### config.mk
export PLATFORM = sky130hd
export DESIGN_NAME = horner_multiply_adder
export DESIGN_NICKNAME = d
export VERILOG_FILES = /design/src/rtl/horner_pkg.sv /design/src/rtl/horner_serial_mult.sv /design/src/rtl/horner_multiply_adder.sv
export SDC_FILE = /design/constraint.sdc
export NUM_CORES = 1
export LEC_CHECK = 0
export CAP_MARGIN = 5
export CORE_MARGIN = 1
export CORE_UTILIZATION = 30
export DETAILED_ROUTE_END_ITERATION = 8
export SLEW_MARGIN = 20
export SYNTH_ARGS = -nofsm -noshare
export SYNTH_HDL_FRONTEND = slang
export SYNTH_SLANG_ARGS = --single-unit
### constraint.sdc
create_clock -name clk -period 6.9 [get_ports clk]
set_input_delay 1.725 -clock clk [delete_from_list [all_inputs] [get_ports clk]]
set_output_delay 1.725 -clock clk [all_outputs]
set_load 0.02 [all_outputs]
### src/rtl/horner_pkg.sv
// Shared constants and types for the Horner multiply-add datapath.
package horner_pkg;

  localparam int unsigned DATA_W_DEFAULT   = 16;
  localparam int unsigned FRAC_W_DEFAULT   = 12;
  localparam int unsigned NUM_COEF_DEFAULT = 11;
  localparam int unsigned COEF_SEL_W       = 4;

  typedef enum logic [1:0] {
    StIdle = 2'd0,
    StMul  = 2'd1,
    StDone = 2'd2
  } state_e;

  // Two's-complement limits of a w-bit signed value.
  function automatic longint sat_hi(int unsigned w);
    return (longint'(1) << (w - 1)) - 1;
  endfunction

  function automatic longint sat_lo(int unsigned w);
    return -(longint'(1) << (w - 1));
  endfunction

endpackage

### src/rtl/horner_serial_mult.sv
// Sequential signed multiplier: magnitudes are shift-added one bit per clock and the
// sign is applied to the finished product. done pulses DATA_W cycles after start.
module horner_serial_mult
  import horner_pkg::*;
#(
  parameter int unsigned DATA_W = DATA_W_DEFAULT
) (
  input  logic                       clk,
  input  logic                       reset,
  input  logic                       start,
  input  logic signed [DATA_W-1:0]   a,
  input  logic signed [DATA_W-1:0]   b,
  output logic                       done,
  output logic signed [2*DATA_W-1:0] product
);

  localparam int unsigned CNT_W = $clog2(DATA_W);

  logic [2*DATA_W-1:0] mcand_q;
  logic [DATA_W-1:0]   mplier_q;
  logic [2*DATA_W-1:0] acc_q;
  logic [CNT_W-1:0]    cnt_q;
  logic                run_q;
  logic                neg_q;
  logic                done_q;

  // Magnitude as an unsigned value; the most negative input maps to 2^(DATA_W-1).
  function automatic logic [DATA_W-1:0] mag(logic signed [DATA_W-1:0] v);
    return v[DATA_W-1] ? DATA_W'(-v) : DATA_W'(v);
  endfunction

  // Load operands on start, then consume one multiplier bit per clock.
  always_ff @(posedge clk or negedge reset) begin
    if (!reset) begin
      mcand_q  <= '0;
      mplier_q <= '0;
      acc_q    <= '0;
      cnt_q    <= '0;
      run_q    <= 1'b0;
      neg_q    <= 1'b0;
      done_q   <= 1'b0;
    end else begin
      done_q <= 1'b0;
      if (start) begin
        mcand_q  <= {{DATA_W{1'b0}}, mag(a)};
        mplier_q <= mag(b);
        acc_q    <= '0;
        cnt_q    <= '0;
        run_q    <= 1'b1;
        neg_q    <= a[DATA_W-1] ^ b[DATA_W-1];
      end else if (run_q) begin
        if (mplier_q[0]) begin
          acc_q <= acc_q + mcand_q;
        end
        mcand_q  <= mcand_q << 1;
        mplier_q <= mplier_q >> 1;
        cnt_q    <= cnt_q + CNT_W'(1);
        if (cnt_q == CNT_W'(DATA_W - 1)) begin
          run_q  <= 1'b0;
          done_q <= 1'b1;
        end
      end
    end
  end

  // Sign applied at completion.
  always_comb begin
    product = neg_q ? $signed(-acc_q) : $signed(acc_q);
  end

  assign done = done_q;

endmodule

### src/rtl/horner_multiply_adder.sv
// One Horner step per start pulse: acc <= x*acc + a[sel] in signed Q(DATA_W-FRAC_W).FRAC_W.
// Optional macro HORNER_MAC_SATURATE_EN clamps the sum instead of wrapping it.
module horner_multiply_adder
  import horner_pkg::*;
#(
  parameter int unsigned                DATA_W   = DATA_W_DEFAULT,
  parameter int unsigned                FRAC_W   = FRAC_W_DEFAULT,
  parameter int unsigned                NUM_COEF = NUM_COEF_DEFAULT,
  parameter logic [NUM_COEF*DATA_W-1:0] COEFS    = '0
) (
  input  logic                     clk,
  input  logic                     reset,
  input  logic                     adc_input_ready,
  input  logic signed [DATA_W-1:0] x_in,
  input  logic                     multiplyadder_in_ready,
  input  logic [COEF_SEL_W-1:0]    coefficent_select,
  output logic                     multiplyadder_out_ready,
  output logic signed [DATA_W-1:0] multiplyadder_result,
  output logic                     busy,
  output logic                     overrun_err,
  output logic                     sel_err
);

  state_e                     state_q;
  logic signed [DATA_W-1:0]   x_q;
  logic signed [DATA_W-1:0]   acc_q;
  logic signed [DATA_W-1:0]   coef_q;
  logic                       out_ready_q;
  logic                       busy_q;
  logic                       overrun_q;
  logic                       sel_err_q;

  logic signed [DATA_W-1:0]   coef_mux;
  logic                       sel_bad;
  logic                       first_step;
  logic signed [DATA_W-1:0]   op_b;
  logic                       mult_start;
  logic                       mult_done;
  logic signed [2*DATA_W-1:0] mult_product;
  logic signed [2*DATA_W-1:0] prod_sh;
  logic signed [DATA_W+1:0]   sum;
  logic signed [DATA_W-1:0]   sum_red;
  logic                       unused_prod_bits;

  // Coefficient lookup; out-of-range selects contribute zero.
  always_comb begin
    coef_mux = '0;
    for (int k = 0; k < NUM_COEF; k++) begin
      if (coefficent_select == COEF_SEL_W'(k)) begin
        coef_mux = COEFS[k*DATA_W +: DATA_W];
      end
    end
  end

  assign sel_bad    = coefficent_select > COEF_SEL_W'(NUM_COEF - 1);
  // The highest coefficient opens a new polynomial, so the old accumulator is discarded.
  assign first_step = coefficent_select == COEF_SEL_W'(NUM_COEF - 1);
  assign op_b       = first_step ? '0 : acc_q;
  assign mult_start = (state_q == StIdle) && multiplyadder_in_ready;

  horner_serial_mult #(
    .DATA_W (DATA_W)
  ) u_mult (
    .clk     (clk),
    .reset   (reset),
    .start   (mult_start),
    .a       (x_q),
    .b       (op_b),
    .done    (mult_done),
    .product (mult_product)
  );

  // Rescale the product back to FRAC_W fractional bits and add the coefficient.
  always_comb begin
    prod_sh = mult_product >>> FRAC_W;
    sum     = $signed(prod_sh[DATA_W+1:0]) + $signed({{2{coef_q[DATA_W-1]}}, coef_q});
  end

  assign unused_prod_bits = ^prod_sh[2*DATA_W-1:DATA_W+2];

`ifdef HORNER_MAC_SATURATE_EN
  localparam logic signed [DATA_W+1:0] SUM_MAX = (DATA_W + 2)'(sat_hi(DATA_W));
  localparam logic signed [DATA_W+1:0] SUM_MIN = (DATA_W + 2)'(sat_lo(DATA_W));

  // Clamp to the representable accumulator range.
  always_comb begin
    if (sum > SUM_MAX) begin
      sum_red = SUM_MAX[DATA_W-1:0];
    end else if (sum < SUM_MIN) begin
      sum_red = SUM_MIN[DATA_W-1:0];
    end else begin
      sum_red = sum[DATA_W-1:0];
    end
  end
`else
  // Two's-complement wrap to the accumulator width.
  always_comb begin
    sum_red = sum[DATA_W-1:0];
  end
`endif

  // Control FSM with registered handshake outputs, accumulator and sticky error flags.
  always_ff @(posedge clk or negedge reset) begin
    if (!reset) begin
      state_q     <= StIdle;
      x_q         <= '0;
      acc_q       <= '0;
      coef_q      <= '0;
      out_ready_q <= 1'b0;
      busy_q      <= 1'b0;
      overrun_q   <= 1'b0;
      sel_err_q   <= 1'b0;
    end else begin
      if (multiplyadder_in_ready && (state_q != StIdle)) begin
        overrun_q <= 1'b1;
      end
      unique case (state_q)
        StIdle: begin
          out_ready_q <= 1'b0;
          if (adc_input_ready) begin
            x_q <= x_in;
          end
          if (multiplyadder_in_ready) begin
            coef_q  <= coef_mux;
            busy_q  <= 1'b1;
            state_q <= StMul;
            if (sel_bad) begin
              sel_err_q <= 1'b1;
            end
          end
        end
        StMul: begin
          if (mult_done) begin
            acc_q       <= sum_red;
            out_ready_q <= 1'b1;
            state_q     <= StDone;
          end
        end
        StDone: begin
          out_ready_q <= 1'b0;
          busy_q      <= 1'b0;
          state_q     <= StIdle;
        end
        default: begin
          state_q <= StIdle;
        end
      endcase
    end
  end

  assign multiplyadder_out_ready = out_ready_q;
  assign multiplyadder_result    = acc_q;
  assign busy                    = busy_q;
  assign overrun_err             = overrun_q;
  assign sel_err                 = sel_err_q;

endmodule

==> results.md <==
- # H-tree levels: 4
- Total vias in the final route: 5535
- Fraction of layout instances using a drive strength above 1: 8.02%
- Maximum ir drop on the vdd rail: 0.176 mV
- CTS max path bufs: 2
- Number of max-capacitance violations reported: 0
- Number of distinct library cells after synthesis: 62
- Worst setup path category: input port to register
- Via count of the first global-routing pass: 5585
- Tmin final: 4.19 ns
- Total power divided by cell area: 479 mW/mm²
- Final setup slack of the worst path: 2.71 ns
- Final total negative setup slack: 0 ns
- Synth area leader: dfrtp_1
- TritonCTS Buffers: 17
- Root buffer cell: clkbuf_16
- Area of the mapped netlist: 0.00700 mm²
- HPWL reported at the end of detailed placement: 11100 µm
- Total global routing overflow: 0
- Routed Antenna Nets: 0
- Finish-stage setup viols: 0
- Master of the slowest instance on the critical path: o311ai_0
- WL per Instance: 14.3 µm
- Upper clock frequency limit: 239 MHz
- Min-delay src: overrun_err$_DFFE_PN0P_
- Number of buffers inserted by post-CTS setup repair: 0
- Resized cells post-CTS: 0
- Critical path required time: 7.23 ns
- Number of max-slew violations in the final report: 0
- First-pass iteration count of the detailed router: 4
- Placeable Area: 0.0228 mm²
- Growth of design area from synthesis to finish: 19.7%
- Final wirelength: 15900 µm
- DIE AREA: 0.0240 mm²
- Actual transition at the worst max-transition pin: 0.876 ns
- Pin count of the biggest net entering global routing: 78
- Top cell type's share of synthesized area: 41.8%
- Total routing resource utilization after global routing: 14.5%
- Cell-by-cell listing of the critical path: clkdlybuf4s50_1, nand4bb_1, nand2_1, ha_1, nand2b_1, nor2_1, nand2_1, o311ai_0, nand2_1, o22ai_1, nand2_1, o21ai_0
- Remaining routing DRC violations: 0
- Insertion delay of the later-clocked pin in the worst-skew pair: 0.42 ns
- Share of the cycle needed by the critical path after routing: 60.7%
- Top post-synthesis cells by area: dfrtp_1 (42%), mux2i_1 (6.3%), nand2_1 (5.7%)
- Hold WS: 0.467 ns
- TritonCTS clock tree: built
- Share of async-settable or async-resettable flops after synthesis: 100%
- Sort of element at the end of the critical path: register
- Max-Slew Margin vs Limit: 40.9%
- Post-layout net count: 840
- Clock sinks: 117
- CP Max Fanout: 9
- Global-route wire length before repair: 27800 µm
- Leak pwr: 3.71 nW
- Fin Clk Skew: 0.00904 ns
- Post-CTS clock slew at the launch and capture registers of the worst setup and hold paths: 0.06 ns
- Worst hold path class: register to register
- Storage element area: 0.00293 mm²
- Combined area of the multi-input logic cells: 0.00388 mm²
- Die Wd: 155 µm
- Run status: finished clean
- Number of nets produced by synthesis: 810
- Synthesized area per cell: 9.27 µm²
- Number of cells produced by synthesis: 755
- RR Startpoint: u_mult.mcand_q[0]$_DFFE_PN0P_
- Data arrival at the endpoint of the critical path: 4.52 ns
- Portion of the post-synthesis area used by sequential elements: 41.8%
- Number of DRC violations after detailed-routing iteration 0: 299
- Vert. Die Dim: 155 µm
- Setup repair after global routing missed its margin: false
- Initial antenna violation count: 0
- Ports: 44
- Via-per-instance ratio: 4.98
- Most numerous cell on the critical path: nand2_1
- Count of final hold-check violations: 0
- Number of hold-repair buffers added at the cts stage: 0
- Largest stage delay on the critical path: 0.73 ns
- Cell row count: 55
- Number of diodes added for antenna fixing: 0
- Gpl congestion: 0.849
- Critical Path Source Type: input port
- Power Total: 4.02 mW
- Port buffer count: 43
- Source of the critical timing path: coefficent_select[0]
- Number of synthesized flops with an enable pin: 0
- Effective utilization at floorplan: 30.7%
- Placement Setup Slack: 2.32 ns
- Commonest register cell after synthesis: dfrtp_1
- Yosys Warn Count: 0
- Number of register bits inferred by synthesis: 117
- Number of filler cells placed in the layout: 2327
==> synthesized netlist by cell type (2+ instances only) <==
| cell | count |
|---|---|
| nand3b_1 | 6 |
| or4_1 | 3 |
| a31oi_1 | 4 |
| nor3_1 | 13 |
| a31o_2 | 2 |
| xor2_1 | 30 |
| or2_2 | 2 |
| mux2i_1 | 44 |
| a21boi_0 | 2 |
| and3_1 | 4 |
| or3_1 | 8 |
| nor4_1 | 7 |
| nand2b_1 | 10 |
| nand2_1 | 107 |
| a211o_1 | 2 |
| o21bai_1 | 5 |
| inv_1 | 11 |
| clkbuf_1 | 31 |
| nor2_1 | 39 |
| dfrtp_1 | 117 |
| nor2b_1 | 4 |
| mux2_2 | 15 |
| a21oi_1 | 48 |
| xnor2_1 | 24 |
| o31ai_1 | 12 |
| o31a_1 | 2 |
| nand4_1 | 4 |
| o211a_1 | 2 |
| buf_1 | 6 |
| nor4b_1 | 2 |
| o21a_1 | 9 |
| nand3_1 | 10 |
| o22ai_1 | 13 |
| o211ai_1 | 5 |
| nor3b_1 | 2 |
| nand4b_1 | 3 |
| and2_1 | 4 |
| o21ai_0 | 75 |
| a21o_1 | 9 |
| a211oi_1 | 8 |
| ha_1 | 30 |
==> sequential cells by signal, summed over array words and instances (netlist names), 2 cells and up <==
| name | cells |
|---|---|
| state_q | 2 |
| x_q | 16 |
| u_mult.cnt_q | 4 |
| multiplyadder_result | 16 |
| u_mult.mplier_q | 16 |
| u_mult.acc_q | 28 |
| u_mult.mcand_q | 28 |
==> worst max-delay path: cells and delay by family <==
family / cells / cell delay [ns]
and+or+nand+nor: 7 / 1.13
AOI/OAI and AO/OA: 3 / 1.00
buffers and inverters: 1 / 0.44
adders and majority gates: 1 / 0.21
==> cell families (layout without fill, tap and decap cells) <==
| group | Yosys count | count (layout) | synth area share, % |
|---|---|---|---|
| DFF | 117 | 117 | 41.8 |
| buffers and inverters | 50 | 93 | 2.75 |
| xor gates and xnor gates | 54 | 54 | 6.75 |
| adders and majority gates | 31 | 31 | 5.65 |
| and+or+nand+nor | 233 | 233 | 15.9 |
| muxes | 59 | 59 | 8.70 |
| AOI/OAI and AO/OA | 211 | 211 | 18.5 |
==> layer usage <==
| layer | routed length [µm] | up-vias | share of wire (%) | global-route usage (%) |
|---|---|---|---|---|
| li1 | - | 2789 | - | - |
| met2 | 7420 | 80 | 47 | 23.4 |
| met3 | 502 | 12 | 3.2 | 3.28 |
| met1 | 7840 | 2654 | 49 | 19.2 |
| met4 | 161 | 0 | 1.0 | 4.62 |
| met5 | 0 | - | 0 | 0 |
==> path summary, 6_finish.rpt <==
kind                                                  endpoint  slack [ns]  cells after the start
setup / recovery               u_mult.mplier_q[14]$_DFFE_PN0P_        2.71                     12
hold / removal                         overrun_err$_DFFE_PN0P_        0.47                      1
setup reg to reg                  u_mult.acc_q[24]$_DFFE_PN0P_        3.75                     10
hold reg to reg                        overrun_err$_DFFE_PN0P_        0.47                      1
max in group asynchronous               u_mult.run_q$_DFF_PN0_        4.52                      2
min in group asynchronous  multiplyadder_result[9]$_DFFE_PN0P_        1.34                      1
==> where the power goes <==
part	switching [mW]	internal [mW]	leakage [nW]	total [mW]
combinational	0.911	0.792	1.91	1.70
sequential	0.368	0.966	1.49	1.33
clock	0.337	0.643	0.306	0.980
==> per-stage QoR <==
step	std cells	utilization, %	instance area [µm²]
5_1_grt	1111	36.8	8380
3_3_place_gp	1079	33.9	7720
4_1_cts	1111	36.8	8380
6_report	1111	36.8	8380
2_1_floorplan	755	-	7000
3_5_place_dp	1079	33.9	7720
==> cell type report <==
cell class	count	share of cell area [%]
timing repair buffer	50	5.78
multi-input combinational	588	46.3
tap	313	4.67
sequential	117	34.9
clock buffer	17	5.07
inverter	11	0.493
clock inverter	15	2.73
==> placed cells by master (no fill, tap or decap), drive strengths merged, types with 10 or more instances in the layout <==
| master | instances |
|---|---|
| a21oi | 48 |
| clkbuf | 17 |
| clkdlybuf4s50 | 42 |
| dfrtp | 117 |
| ha | 30 |
| inv | 13 |
| mux2 | 15 |
| mux2i | 44 |
| nand2 | 107 |
| nand2b | 10 |
| nand3 | 10 |
| nor2 | 39 |
| nor3 | 13 |
| o21ai | 76 |
| o22ai | 13 |
| o31ai | 12 |
| xnor2 | 24 |
| xor2 | 30 |
No activity file was read; power rests on OpenSTA's default activity.
